File: config.mk
export PLATFORM = sky130hd
export DESIGN_NAME = btn_toggle_gen
export DESIGN_NICKNAME = d
export VERILOG_FILES = /design/src/rtl/btn_toggle_gen.sv
export SDC_FILE = /design/constraint.sdc
export NUM_CORES = 1
export LEC_CHECK = 0
export BUFFER_PORTS_ARGS = -buffer_cell sky130_fd_sc_hd__clkbuf_2
export CAP_MARGIN = 10
export CORE_MARGIN = 2
export CORE_UTILIZATION = 40
export DETAILED_ROUTE_END_ITERATION = 12
export GPL_TIMING_DRIVEN = 1
export MAX_ROUTING_LAYER = met4
export PLACE_DENSITY = 0.66
export SYNTH_ARGS = -nofsm -noshare
export SYNTH_HDL_FRONTEND = slang
export SYNTH_SLANG_ARGS = --single-unit
export TNS_END_PERCENT = 100
File: constraint.sdc
create_clock -name clk -period 2.7 [get_ports clk]
set_input_delay 0.27 -clock clk [delete_from_list [all_inputs] [get_ports clk]]
set_output_delay 0.27 -clock clk [all_outputs]
set_load 0.02 [all_outputs]
File: src/rtl/btn_toggle_gen.sv
`default_nettype none
// +--------------------------------------------------------------------------+
// | btn_toggle_gen: debounced push-button to T-flip-flop toggle-pulse source  |
// | Optional auto-repeat when BTN_TOGGLE_AUTOREPEAT_EN is defined.            |
// | Revision: 1.0                                                            |
// +--------------------------------------------------------------------------+
module btn_toggle_gen #(
  parameter int DB_CYCLES     = 4,
  parameter int REPEAT_DELAY  = 16,
  parameter int REPEAT_PERIOD = 8
) (
  input  logic       clk,
  input  logic       rst,
  input  logic       btn_in,
  output logic       t_out,
  output logic       btn_db,
  output logic [7:0] pulse_cnt
);

  localparam logic [1:0] IDLE         = 2'd0;
  localparam logic [1:0] PRESS_WAIT   = 2'd1;
  localparam logic [1:0] PRESSED      = 2'd2;
  localparam logic [1:0] RELEASE_WAIT = 2'd3;

  localparam logic [7:0] DB_LAST = 8'(DB_CYCLES);

  if (DB_CYCLES < 1 || DB_CYCLES > 255) begin : g_bad_db_cycles
    $error("btn_toggle_gen: DB_CYCLES out of range 1..255");
  end
  if (REPEAT_DELAY < 1 || REPEAT_DELAY > 1023) begin : g_bad_repeat_delay
    $error("btn_toggle_gen: REPEAT_DELAY out of range 1..1023");
  end
  if (REPEAT_PERIOD < 1 || REPEAT_PERIOD > 1023) begin : g_bad_repeat_period
    $error("btn_toggle_gen: REPEAT_PERIOD out of range 1..1023");
  end

  logic       s1, s2;
  logic [1:0] state, state_nxt;
  logic [7:0] db_cnt, db_cnt_nxt;
  logic       t_nxt, db_nxt;
  logic       rep_fire;

  // btn_in is asynchronous; nothing downstream may look at it before s2.
  always_ff @(posedge clk) begin
    if (rst) begin
      s1 <= 1'b0;
      s2 <= 1'b0;
    end else begin
      s1 <= btn_in;
      s2 <= s1;
    end
  end

  always_ff @(posedge clk) begin
    if (rst) begin
      state     <= IDLE;
      db_cnt    <= 8'd0;
      t_out     <= 1'b0;
      btn_db    <= 1'b0;
      pulse_cnt <= 8'd0;
    end else begin
      state  <= state_nxt;
      db_cnt <= db_cnt_nxt;
      t_out  <= t_nxt;
      btn_db <= db_nxt;
      if (t_nxt) begin
        pulse_cnt <= pulse_cnt + 8'd1;
      end
    end
  end

  always_comb begin
    state_nxt  = state;
    db_cnt_nxt = db_cnt;
    case (state)
      IDLE: begin
        if (s2) begin
          state_nxt  = PRESS_WAIT;
          db_cnt_nxt = 8'd1;
        end
      end
      PRESS_WAIT: begin
        if (!s2) begin
          state_nxt  = IDLE;
          db_cnt_nxt = 8'd0;
        end else if (db_cnt == DB_LAST) begin
          state_nxt  = PRESSED;
          db_cnt_nxt = 8'd0;
        end else begin
          db_cnt_nxt = db_cnt + 8'd1;
        end
      end
      PRESSED: begin
        if (!s2) begin
          state_nxt  = RELEASE_WAIT;
          db_cnt_nxt = 8'd1;
        end
      end
      RELEASE_WAIT: begin
        if (s2) begin
          state_nxt  = PRESSED;
          db_cnt_nxt = 8'd0;
        end else if (db_cnt == DB_LAST) begin
          state_nxt  = IDLE;
          db_cnt_nxt = 8'd0;
        end else begin
          db_cnt_nxt = db_cnt + 8'd1;
        end
      end
      default: begin
        state_nxt  = IDLE;
        db_cnt_nxt = 8'd0;
      end
    endcase
  end

  always_comb begin
    t_nxt  = rep_fire;
    db_nxt = btn_db;
    if (state == PRESS_WAIT && s2 && db_cnt == DB_LAST) begin
      t_nxt  = 1'b1;
      db_nxt = 1'b1;
    end else if (state == RELEASE_WAIT && !s2 && db_cnt == DB_LAST) begin
      db_nxt = 1'b0;
    end
  end

`ifdef BTN_TOGGLE_AUTOREPEAT_EN
  localparam logic [9:0] DELAY_LAST  = 10'(REPEAT_DELAY - 1);
  localparam logic [9:0] PERIOD_LAST = 10'(REPEAT_PERIOD - 1);

  logic [9:0] hold_cnt;
  logic       rep_phase;
  logic       hold_tick;
  logic       rep_hit;

  // The counter only exists in PRESSED/RELEASE_WAIT, so a release bounce
  // leaves it frozen and the hold resumes where it left off.
  assign hold_tick = (state == PRESSED) && s2;
  assign rep_hit   = hold_tick && (hold_cnt == (rep_phase ? PERIOD_LAST : DELAY_LAST));
  assign rep_fire  = rep_hit && !t_out;

  always_ff @(posedge clk) begin
    if (rst || state == IDLE || state == PRESS_WAIT) begin
      hold_cnt  <= 10'd0;
      rep_phase <= 1'b0;
    end else if (rep_hit) begin
      hold_cnt  <= 10'd0;
      rep_phase <= 1'b1;
    end else if (hold_tick) begin
      hold_cnt  <= hold_cnt + 10'd1;
    end
  end
`else
  assign rep_fire = 1'b0;
`endif

endmodule
`default_nettype wire
==> results of run 1 <==
Yosys cell counts, types with 2 or more instances:
library cell	number
a21oi_1	7
a22o_1	2
a31oi_1	7
and3_1	3
and4_1	2
clkbuf_1	2
dfxtp_1	22
ha_1	3
inv_1	4
mux2i_1	2
nand2_1	5
nand2b_1	2
nand3_1	5
nand4_1	2
nand4_2	2
nor2_1	9
nor2b_1	2
o21ai_0	4
or3_1	4
xnor2_1	4
xor2_1	4
state kept, by name, indices dropped and copies added (netlist names), named ones only:
signal / flops
s2: 1
state: 1
t_out: 1
db_cnt: 8
btn_db: 1
pulse_cnt: 8
s1: 1
final cells by class:
class | count | area share [%]
clock buffers | 4 | 3.09
inverters | 4 | 1.28
multi-input cells | 81 | 49.7
flip-flops and latches | 22 | 37.6
well taps | 30 | 3.20
repair buffers | 12 | 5.12
routing by layer:
layer  track usage (%)  share of wire [%]  vias to the layer above
met5                 -                  0                        -
met3              5.39                4.5                        2
met1              17.9                 49                      379
met2              21.3                 46                       15
met4              3.83               0.51                        0
li1                  -                  -                      426
cell families (layout without fill, tap and decap cells):
family | Yosys count | in the layout | synth area share (%)
AOI/OAI and AO/OA | 23 | 23 | 15.2
xor gates and xnor gates | 8 | 8 | 6.67
adders and majority gates | 3 | 3 | 3.57
buffers and inverters | 7 | 20 | 2.62
DFF | 22 | 22 | 41.9
muxes | 2 | 2 | 1.90
and+or+nand+nor | 45 | 45 | 28.1
where the power goes:
| part | total, mW | internal, mW | switching (mW) |
|---|---|---|---|
| Combinational | 0.0263 | 0.00970 | 0.0166 |
| Clock | 0.179 | 0.0823 | 0.0967 |
| Sequential | 0.333 | 0.329 | 0.00399 |
worst max-delay path, delay by kind of cell (launching register included):
| kind | cells | cell delay, ns |
|---|---|---|
| AO/OA/AOI/OAI | 1 | 0.14 |
| AND/OR/NAND/NOR | 3 | 1.12 |
| flip-flops | 1 | 0.37 |
| adder cells (fa/ha/maj) | 1 | 0.15 |
| buffers and inverters | 1 | 0.09 |
worst max-delay path by stage:
stage,to,cells past startpoint
floorplan,pulse_cnt[7],6
global placement,pulse_cnt[7],6
detailed placement,pulse_cnt[7],6
CTS,pulse_cnt[7],6
global route,pulse_cnt[7],6
finish,pulse_cnt[7],6
==> impl_metrics.py, run 1 <==
metrics = {
    "synth": {
        "syn_area_um2": 1050,
        "yosys.area.top_type": "dfxtp_1",
        "syn-num-nets": 116,
        "netlist_instances": 110,
        "synth_seq_cells": 22,
        "ys_warn_count": 0,
        "synth_seq_area_share_pct": 41.9,
        "synth.avg_cell_area_um2": 9.55,
        "async_flop_share_pct": 0,
        "synth_edf_count": 0,
        "netlist.area_leader.share_pct": 41.9,
        "synth_ff_type": "dfxtp_1",
        "synth_cell_type_count": 34,
        "synth_area_leaders": "dfxtp_1 (42%), a31oi_1 (4.2%), ha_1 (3.6%)",
    },
    "clock_tree": {
        "cts_resized": 0,
        "cts_buffers": 3,
        "cts_root_buffer": "clkbuf_4",
        "cts_tree": "built",
        "cts_sinks": 22,
        "cts_htree_levels": 1,
        "postCtsSetupRepairBufs": 0,
        "clkLatencyLatePin_ns": 0.30,
        "path_clk_slew_ns": 0.12,
        "postCtsHoldBufs": 0,
        "ctsLongestPathBuffers": 2,
    },
    "placed_design": {
        "hpwl_um": 1430,
        "port_buffers": 12,
        "pre_cts_ws_ns": 0.788,
        "gp_congestion": 0.783,
        "dpl.cell_count": 149,
        "placed_cell_area_um2": 1140,
    },
    "setup_path": {
        "crit_path_end_kind": "flop",
        "r2r-start": "db_cnt[0]",
        "path_class": "reg -> reg",
        "crit_path_cell_trace": "inv_1, ha_1, nor4b_4, nand4_2, or3_1, a21oi_1",
        "rr_worst_depth": 6,
        "cp_max_fo": 9,
        "r2r_setup_slack_ns": 0.78,
        "critPathArrivalTime_ns": 2.16,
        "reg2reg_to": "pulse_cnt[7]",
        "cp.required_ns": 2.94,
        "max_stage_delay_ns": 0.53,
        "cp_slowest_cell": "nor4b_4",
        "crit_start": "db_cnt[0]",
        "cp-start-kind": "flop",
    },
    "pwr": {
        "total_power_mw": 0.538,
        "ir_drop_mv": 0.335,
        "powerDensity_nw_per_um2": 459,
        "p_leak_nw": 0.499,
    },
    "floorplan": {
        "die_h_um": 55.3,
        "start_util_pct": 42.4,
        "die-area_um2": 3050,
        "die_w_um": 55.3,
        "core_um2": 2480,
        "rows": 18,
        "ios": 13,
    },
    "drt": {
        "via_count": 822,
        "postRouteAntennaNets": 0,
        "via_per_inst": 5.37,
        "wire_per_inst_um": 12.7,
        "dr.pass1.iters": 4,
        "wirelength_um": 1950,
        "drtIter0Drc": 10,
        "drc": 0,
    },
    "global_route": {
        "grt_max_degree": 20,
        "grt_usage_pct": 14.2,
        "antenna_found_initial": 0,
        "grt_pass1_vias": 774,
        "overflow": 0,
        "grt_pass1_wl_um": 3400,
    },
    "status": {
        "status": "complete, no violations",
    },
    "timing": {
        "setup_viol": 0,
        "tightest_slew_ns": 0.628,
        "max_freq_ghz": 0.522,
        "setup_tns_ns": 0,
        "post-route-period-util_pct": 71.0,
        "min_period_ns": 1.92,
        "rsz0062_at_grt": "false",
        "maxSlewHeadroom_pct": 57.9,
        "setup_slack_ns": 0.783,
        "final_max_slew_viol_count": 0,
        "hold_ws_ns": 0.177,
        "worst_clock_skew_ns": 0.00126,
        "hold_violations": 0,
    },
    "cells_and_area": {
        "area_delta_synth_final_pct": 11.5,
        "seq_area_um2": 440,
        "diodes": 0,
        "final_cell_mix": "dfxtp_1 (22), clkbuf_2 (12), nor2_1 (9)",
        "fin_area_um2": 1170,
        "final_common_cell": "dfxtp_1",
        "multi_input_area_um2": 583,
        "final_cell_count_no_fill": 153,
        "post-route-util_pct": 47.3,
        "layout.nets": 130,
        "drive_gt1_share_pct": 18.7,
        "n_fill_cell": 256,
    },
    "worst_hold_path": {
        "hp-start": "btn_in",
        "min_path_type": "in -> reg",
        "hold_path_depth": 2,
        "min_to": "s1",
    },
    "run": {
        "drv_cap": 0,
    },
}
Power figures use the tool's default switching activity.
==> inputs of run 2 (changes only) <==
ABC_AREA = 1   (was unset)
PLACE_DENSITY = 0.67   (was 0.66)
clock period = 1.6 ns   (was 2.7 ns; I/O delays follow)
==> run 2 against run 1 <==
- die area up 6.1%
- fmax is 40% higher
- cell count up 34%
- first-iteration DRC count increased to 4.6 times the previous value
- sequential share of layout area fell by 2.6 points
- non-clock buffer count increased by 1
- via count rose by 26%
- largest cell class unchanged
==> impl_metrics.py, run 2 <==
metrics = {
    "synth": {
        "netlist_instances": 158,
        "netlist.area_leader.share_pct": 39.3,
        "syn-num-nets": 164,
        "synth_seq_cells": 22,
        "async_flop_share_pct": 0,
        "synth_common_cells": "nand2_1 (41), dfxtp_1 (22), inv_1 (20), nor2_1 (18), nand3_1 (12)",
        "synth_area_leaders": "dfxtp_1 (39%), nand2_1 (14%), inv_1 (6.7%)",
        "synth.avg_cell_area_um2": 7.09,
        "yosys.area.top_type": "dfxtp_1",
        "synth_cell_type_count": 22,
        "syn_area_um2": 1120,
        "synth_most_common_cell": "nand2_1",
        "synth_seq_area_share_pct": 39.3,
        "synth_ff_type": "dfxtp_1",
        "ys_warn_count": 0,
        "synth_edf_count": 0,
    },
    "global_route": {
        "grt_pass1_vias": 934,
        "overflow": 0,
        "antenna_found_initial": 0,
        "grt_max_degree": 15,
        "grt_pass1_wl_um": 3910,
        "grt_usage_pct": 15.2,
    },
    "placed_design": {
        "hpwl_um": 1640,
        "port_buffers": 12,
        "gp_congestion": 0.823,
        "dpl.cell_count": 201,
    },
    "floorplan": {
        "ios": 13,
        "start_util_pct": 41.3,
        "die_w_um": 56.9,
        "die_h_um": 56.9,
        "core_um2": 2710,
        "die-area_um2": 3240,
        "rows": 19,
    },
    "pwr": {
        "total_power_mw": 0.957,
        "ir_drop_mv": 0.397,
        "powerDensity_nw_per_um2": 760,
        "p_leak_nw": 0.523,
    },
    "timing": {
        "setup_tns_ns": 0,
        "setup_viol": 0,
        "min_period_ns": 1.37,
        "max_freq_ghz": 0.732,
        "tightest_slew_ns": 0.386,
        "hold_violations": 0,
        "post-route-period-util_pct": 85.4,
        "maxSlewHeadroom_pct": 74.3,
        "rsz0062_at_grt": "false",
        "final_max_slew_viol_count": 0,
        "worst_clock_skew_ns": 0.00115,
    },
    "clock_tree": {
        "cts_tree": "built",
        "postCtsSetupRepairBufs": 0,
        "cts_sinks": 22,
        "ctsLongestPathBuffers": 2,
        "cts_htree_levels": 1,
        "cts_buffers": 3,
        "cts_resized": 0,
        "cts_root_buffer": "clkbuf_4",
        "path_clk_slew_ns": 0.11,
        "clkLatencyLatePin_ns": 0.29,
        "postCtsHoldBufs": 0,
    },
    "cells_and_area": {
        "drive_gt1_share_pct": 17.2,
        "layout.nets": 181,
        "area_delta_synth_final_pct": 12.4,
        "final_cell_mix": "nand2_1 (41), dfxtp_1 (22), inv_1 (20)",
        "n_fill_cell": 285,
        "post-route-util_pct": 46.4,
        "diodes": 0,
        "final_cell_count_no_fill": 205,
        "final_common_cell": "nand2_1",
        "reg_top3": "db_cnt: 8 flops, pulse_cnt: 8 flops",
    },
    "drt": {
        "via_count": 1034,
        "via_per_inst": 5.04,
        "postRouteAntennaNets": 0,
        "dr.pass1.iters": 4,
        "wirelength_um": 2110,
        "drc": 0,
        "wire_per_inst_um": 10.3,
        "drtIter0Drc": 46,
    },
    "status": {
        "status": "complete, no violations",
    },
    "setup_path": {
        "critPathArrivalTime_ns": 1.56,
        "path_class": "reg -> reg",
        "cp_max_fo": 10,
        "cp-start-kind": "flop",
        "crit_path_end_kind": "flop",
        "cp.required_ns": 1.80,
    },
    "run": {
        "drv_cap": 0,
    },
    "worst_hold_path": {
        "min_path_type": "in -> reg",
    },
}
run 2: layer usage:
| metal | vias up | wire length (um) | GRT usage (%) |
|---|---|---|---|
| li1 | 535 | - | - |
| met1 | 476 | 986 | 19.1 |
| met2 | 19 | 1020 | 24.8 |
| met3 | 4 | 73 | 2.07 |
| met4 | 0 | 24 | 5.32 |
| met5 | - | 0 | - |
run 2: cells by family after synthesis:
kind of cell | count (synthesis) | synth area share, %
xor gates and xnor gates | 2 | 1.56
AOI/OAI and AO/OA | 23 | 11.7
buffers and inverters | 23 | 8.16
adders and majority gates | 3 | 3.35
and+or+nand+nor | 85 | 35.9
DFF | 22 | 39.3
run 2: cell type report:
type	instances	area, um^2	share of cell area (%)
Multi-Input combinational cell	113	588	46.7
Inverter	22	87.6	6.96
Timing Repair Buffer	13	67.6	5.37
Tap cell	31	38.8	3.08
Sequential cell	22	440	35.0
Clock buffer	4	36.3	2.88
run 2: final timing paths:
check / slack, ns / cells after the start / start / end
max reg2reg: 0.23 / 7 / db_cnt[0] / pulse_cnt[2]
min: 0.04 / 3 / btn_in / s1
max: 0.23 / 7 / db_cnt[0] / pulse_cnt[2]
min reg2reg: 0.43 / 2 / s1 / s2
run 2: stage by stage:
stage / hold slack [ns] / instance area, um^2 / setup WS (ns)
final: 0.0404 / 1260 / 0.233
after global routing: 0.0271 / 1260 / 0.119
after CTS: 0.0253 / 1260 / 0.217
after detailed placement: 0.361 / 1220 / 0.236
after global placement: 0.358 / 1220 / 0.299
after floorplan: 0.229 / 1120 / 0.353
run 2: critical path, stage by stage, from the launching register on:
cell and delay, ns:
dfxtp_1 0.34, inv_1 0.09, ha_1 0.20, nand3_4 0.10
nor2_8 0.18, nand2_4 0.12, o21ai_0 0.18, a21oi_1 0.05
run 2: where the power goes:
part	internal, mW	total, mW	switching, mW
clock network	0.139	0.292	0.153
logic	0.0301	0.0945	0.0644
registers	0.562	0.571	0.00947
total	0.730	0.957	0.227
==> inputs of run 3 (changes only) <==
CORE_ASPECT_RATIO = 2   (was unset)
MAX_ROUTING_LAYER = unset   (was met4)
PLACE_DENSITY = 0.65   (was 0.67)
clock period = 1.8 ns   (was 1.6 ns; I/O delays follow)
==> run 3 against run 2 <==
- die area increased by 0.80%
- clock power rose by 23%
- critical endpoint is now pulse_cnt[0]
- via count fell by 0.58%
- worst setup slack better by 0.18 ns
- hold slack improved by 0.061 ns
- core utilization increased by 0.73 points
- combinational power down 7.6%
==> impl_metrics.py, run 3 (same netlist as run 2, synthesis figures left out) <==
metrics = {
    "status": {
        "status": "complete, no violations",
    },
    "global_route": {
        "grt_usage_pct": 16.8,
        "overflow": 0,
        "antenna_found_initial": 0,
        "grt_pass1_vias": 996,
        "grt_pass1_wl_um": 4360,
        "grt_max_degree": 15,
    },
    "pwr": {
        "swShare_pct": 24.4,
        "clockPowerShare_pct": 37.6,
        "p_switching_mw": 0.232,
        "pwr-share-comb_pct": 9.2,
        "p_int_mw": 0.721,
        "power.share.sequential_pct": 53.2,
        "p_leak_nw": 0.531,
        "ir_drop_mv": 0.475,
        "total_power_mw": 0.953,
        "powerDensity_nw_per_um2": 748,
    },
    "floorplan": {
        "core_um2": 2700,
        "rows": 27,
        "ios": 13,
        "start_util_pct": 41.4,
        "die_h_um": 78.8,
        "die_w_um": 41.4,
        "die-area_um2": 3260,
    },
    "cells_and_area": {
        "final_cell_count_no_fill": 203,
        "diodes": 0,
        "multi_input_area_um2": 588,
        "drive_gt1_share_pct": 17.2,
        "final_cell_mix": "nand2_1 (41), dfxtp_1 (22), inv_1 (20)",
        "fin_area_um2": 1270,
        "n_fill_cell": 294,
        "seq_area_um2": 440,
        "reg_top3": "db_cnt: 8 flops, pulse_cnt: 8 flops",
        "final_common_cell": "nand2_1",
        "layout.nets": 181,
        "area_delta_synth_final_pct": 13.9,
    },
    "setup_path": {
        "cp_max_fo": 10,
        "cp.required_ns": 1.95,
        "critPathArrivalTime_ns": 1.54,
        "crit_path_cell_trace": "inv_1, ha_1, nand3_4, nor2_8, nand2_4, o21ai_0, a21oi_1",
        "max_stage_delay_ns": 0.33,
        "crit_family": "simple AND/OR/NAND/NOR gates",
        "cp_slowest_cell": "dfxtp_1",
        "crit_path_end_kind": "flop",
        "path_class": "reg -> reg",
        "path_buf_inv": 1,
        "r2r-start": "db_cnt[0]",
        "cp-start-kind": "flop",
        "crit_start": "db_cnt[0]",
    },
    "timing": {
        "worst_clock_skew_ns": 0.00636,
        "post-route-period-util_pct": 77.1,
        "min_period_ns": 1.39,
        "maxSlewHeadroom_pct": 74.3,
        "rsz0062_at_grt": "false",
        "setup_tns_ns": 0,
        "setup_viol": 0,
        "hold_violations": 0,
        "final_max_slew_viol_count": 0,
        "tightest_slew_ns": 0.386,
        "max_freq_ghz": 0.720,
    },
    "drt": {
        "postRouteAntennaNets": 0,
        "via_count": 1028,
        "via_per_inst": 5.06,
        "drc": 0,
        "wirelength_um": 2440,
        "wire_per_inst_um": 12.0,
        "drtIter0Drc": 19,
        "dr.pass1.iters": 4,
    },
    "worst_hold_path": {
        "hp-start": "btn_in",
        "min_path_type": "in -> reg",
    },
    "clock_tree": {
        "cts_htree_levels": 1,
        "cts_root_buffer": "clkbuf_8",
        "cts_resized": 0,
        "cts_tree": "built",
        "path_clk_slew_ns": 0.08,
        "postCtsHoldBufs": 0,
        "postCtsSetupRepairBufs": 0,
        "ctsLongestPathBuffers": 2,
        "cts_sinks": 22,
        "clkLatencyLatePin_ns": 0.27,
        "cts_buffers": 3,
    },
    "placed_design": {
        "port_buffers": 12,
        "dpl.cell_count": 199,
        "gp_congestion": 0.796,
        "placed_cell_area_um2": 1220,
        "hpwl_um": 1930,
    },
    "run": {
        "drv_cap": 0,
    },
}
[run 3: changes by cell type in the layout (fill, tap and decap cells not counted)]
cell / change
clkbuf_4: -3
clkbuf_8: +3
[run 3: final timing paths]
path / cells after the start / endpoint / slack, ns
setup / recovery: 7 / pulse_cnt[0] / 0.41
hold / removal: 3 / s1 / 0.10
setup reg to reg: 7 / pulse_cnt[0] / 0.41
hold reg to reg: 2 / s2 / 0.41
[run 3: layout make-up]
type / instances / share of cell area, %
multi-input combinational: 113 / 46.1
sequential: 22 / 34.5
inverter: 22 / 6.87
timing repair buffer: 13 / 5.30
clock buffer: 4 / 4.32
tap: 29 / 2.85
[run 3: per-stage QoR]
step / worst slack (ns) / util (%) / hold slack [ns]
3_5_place_dp: 0.427 / 45.1 / 0.380
2_1_floorplan: 0.553 / - / 0.249
4_1_cts: 0.410 / 47.2 / 0.0988
5_1_grt: 0.288 / 47.2 / 0.106
6_report: 0.412 / 47.2 / 0.101
3_3_place_gp: 0.487 / 45.1 / 0.371
[run 3: routing by layer]
metal	part of all wire, %	wire, um	global-route usage (%)
met4	1.8	45	6.77
met3	1.6	38	2.05
met5	0	0	0
met2	60	1460	33.8
met1	37	896	16.5
[run 3: worst min-delay path, cell delays in order]
cell and delay [ns]:
clkbuf_2 0.08, inv_1 0.04, nor2_1 0.03
[run 3: power by group through the flow]
stage                     logic, mW  clock network, mW  registers [mW]
final                        0.0873              0.359           0.507
after floorplan              0.0642                  0           0.517
after global placement       0.0843                  0           0.518
after global routing         0.0982              0.377           0.509
after CTS                    0.0879              0.365           0.507
after detailed placement     0.0875                  0           0.519
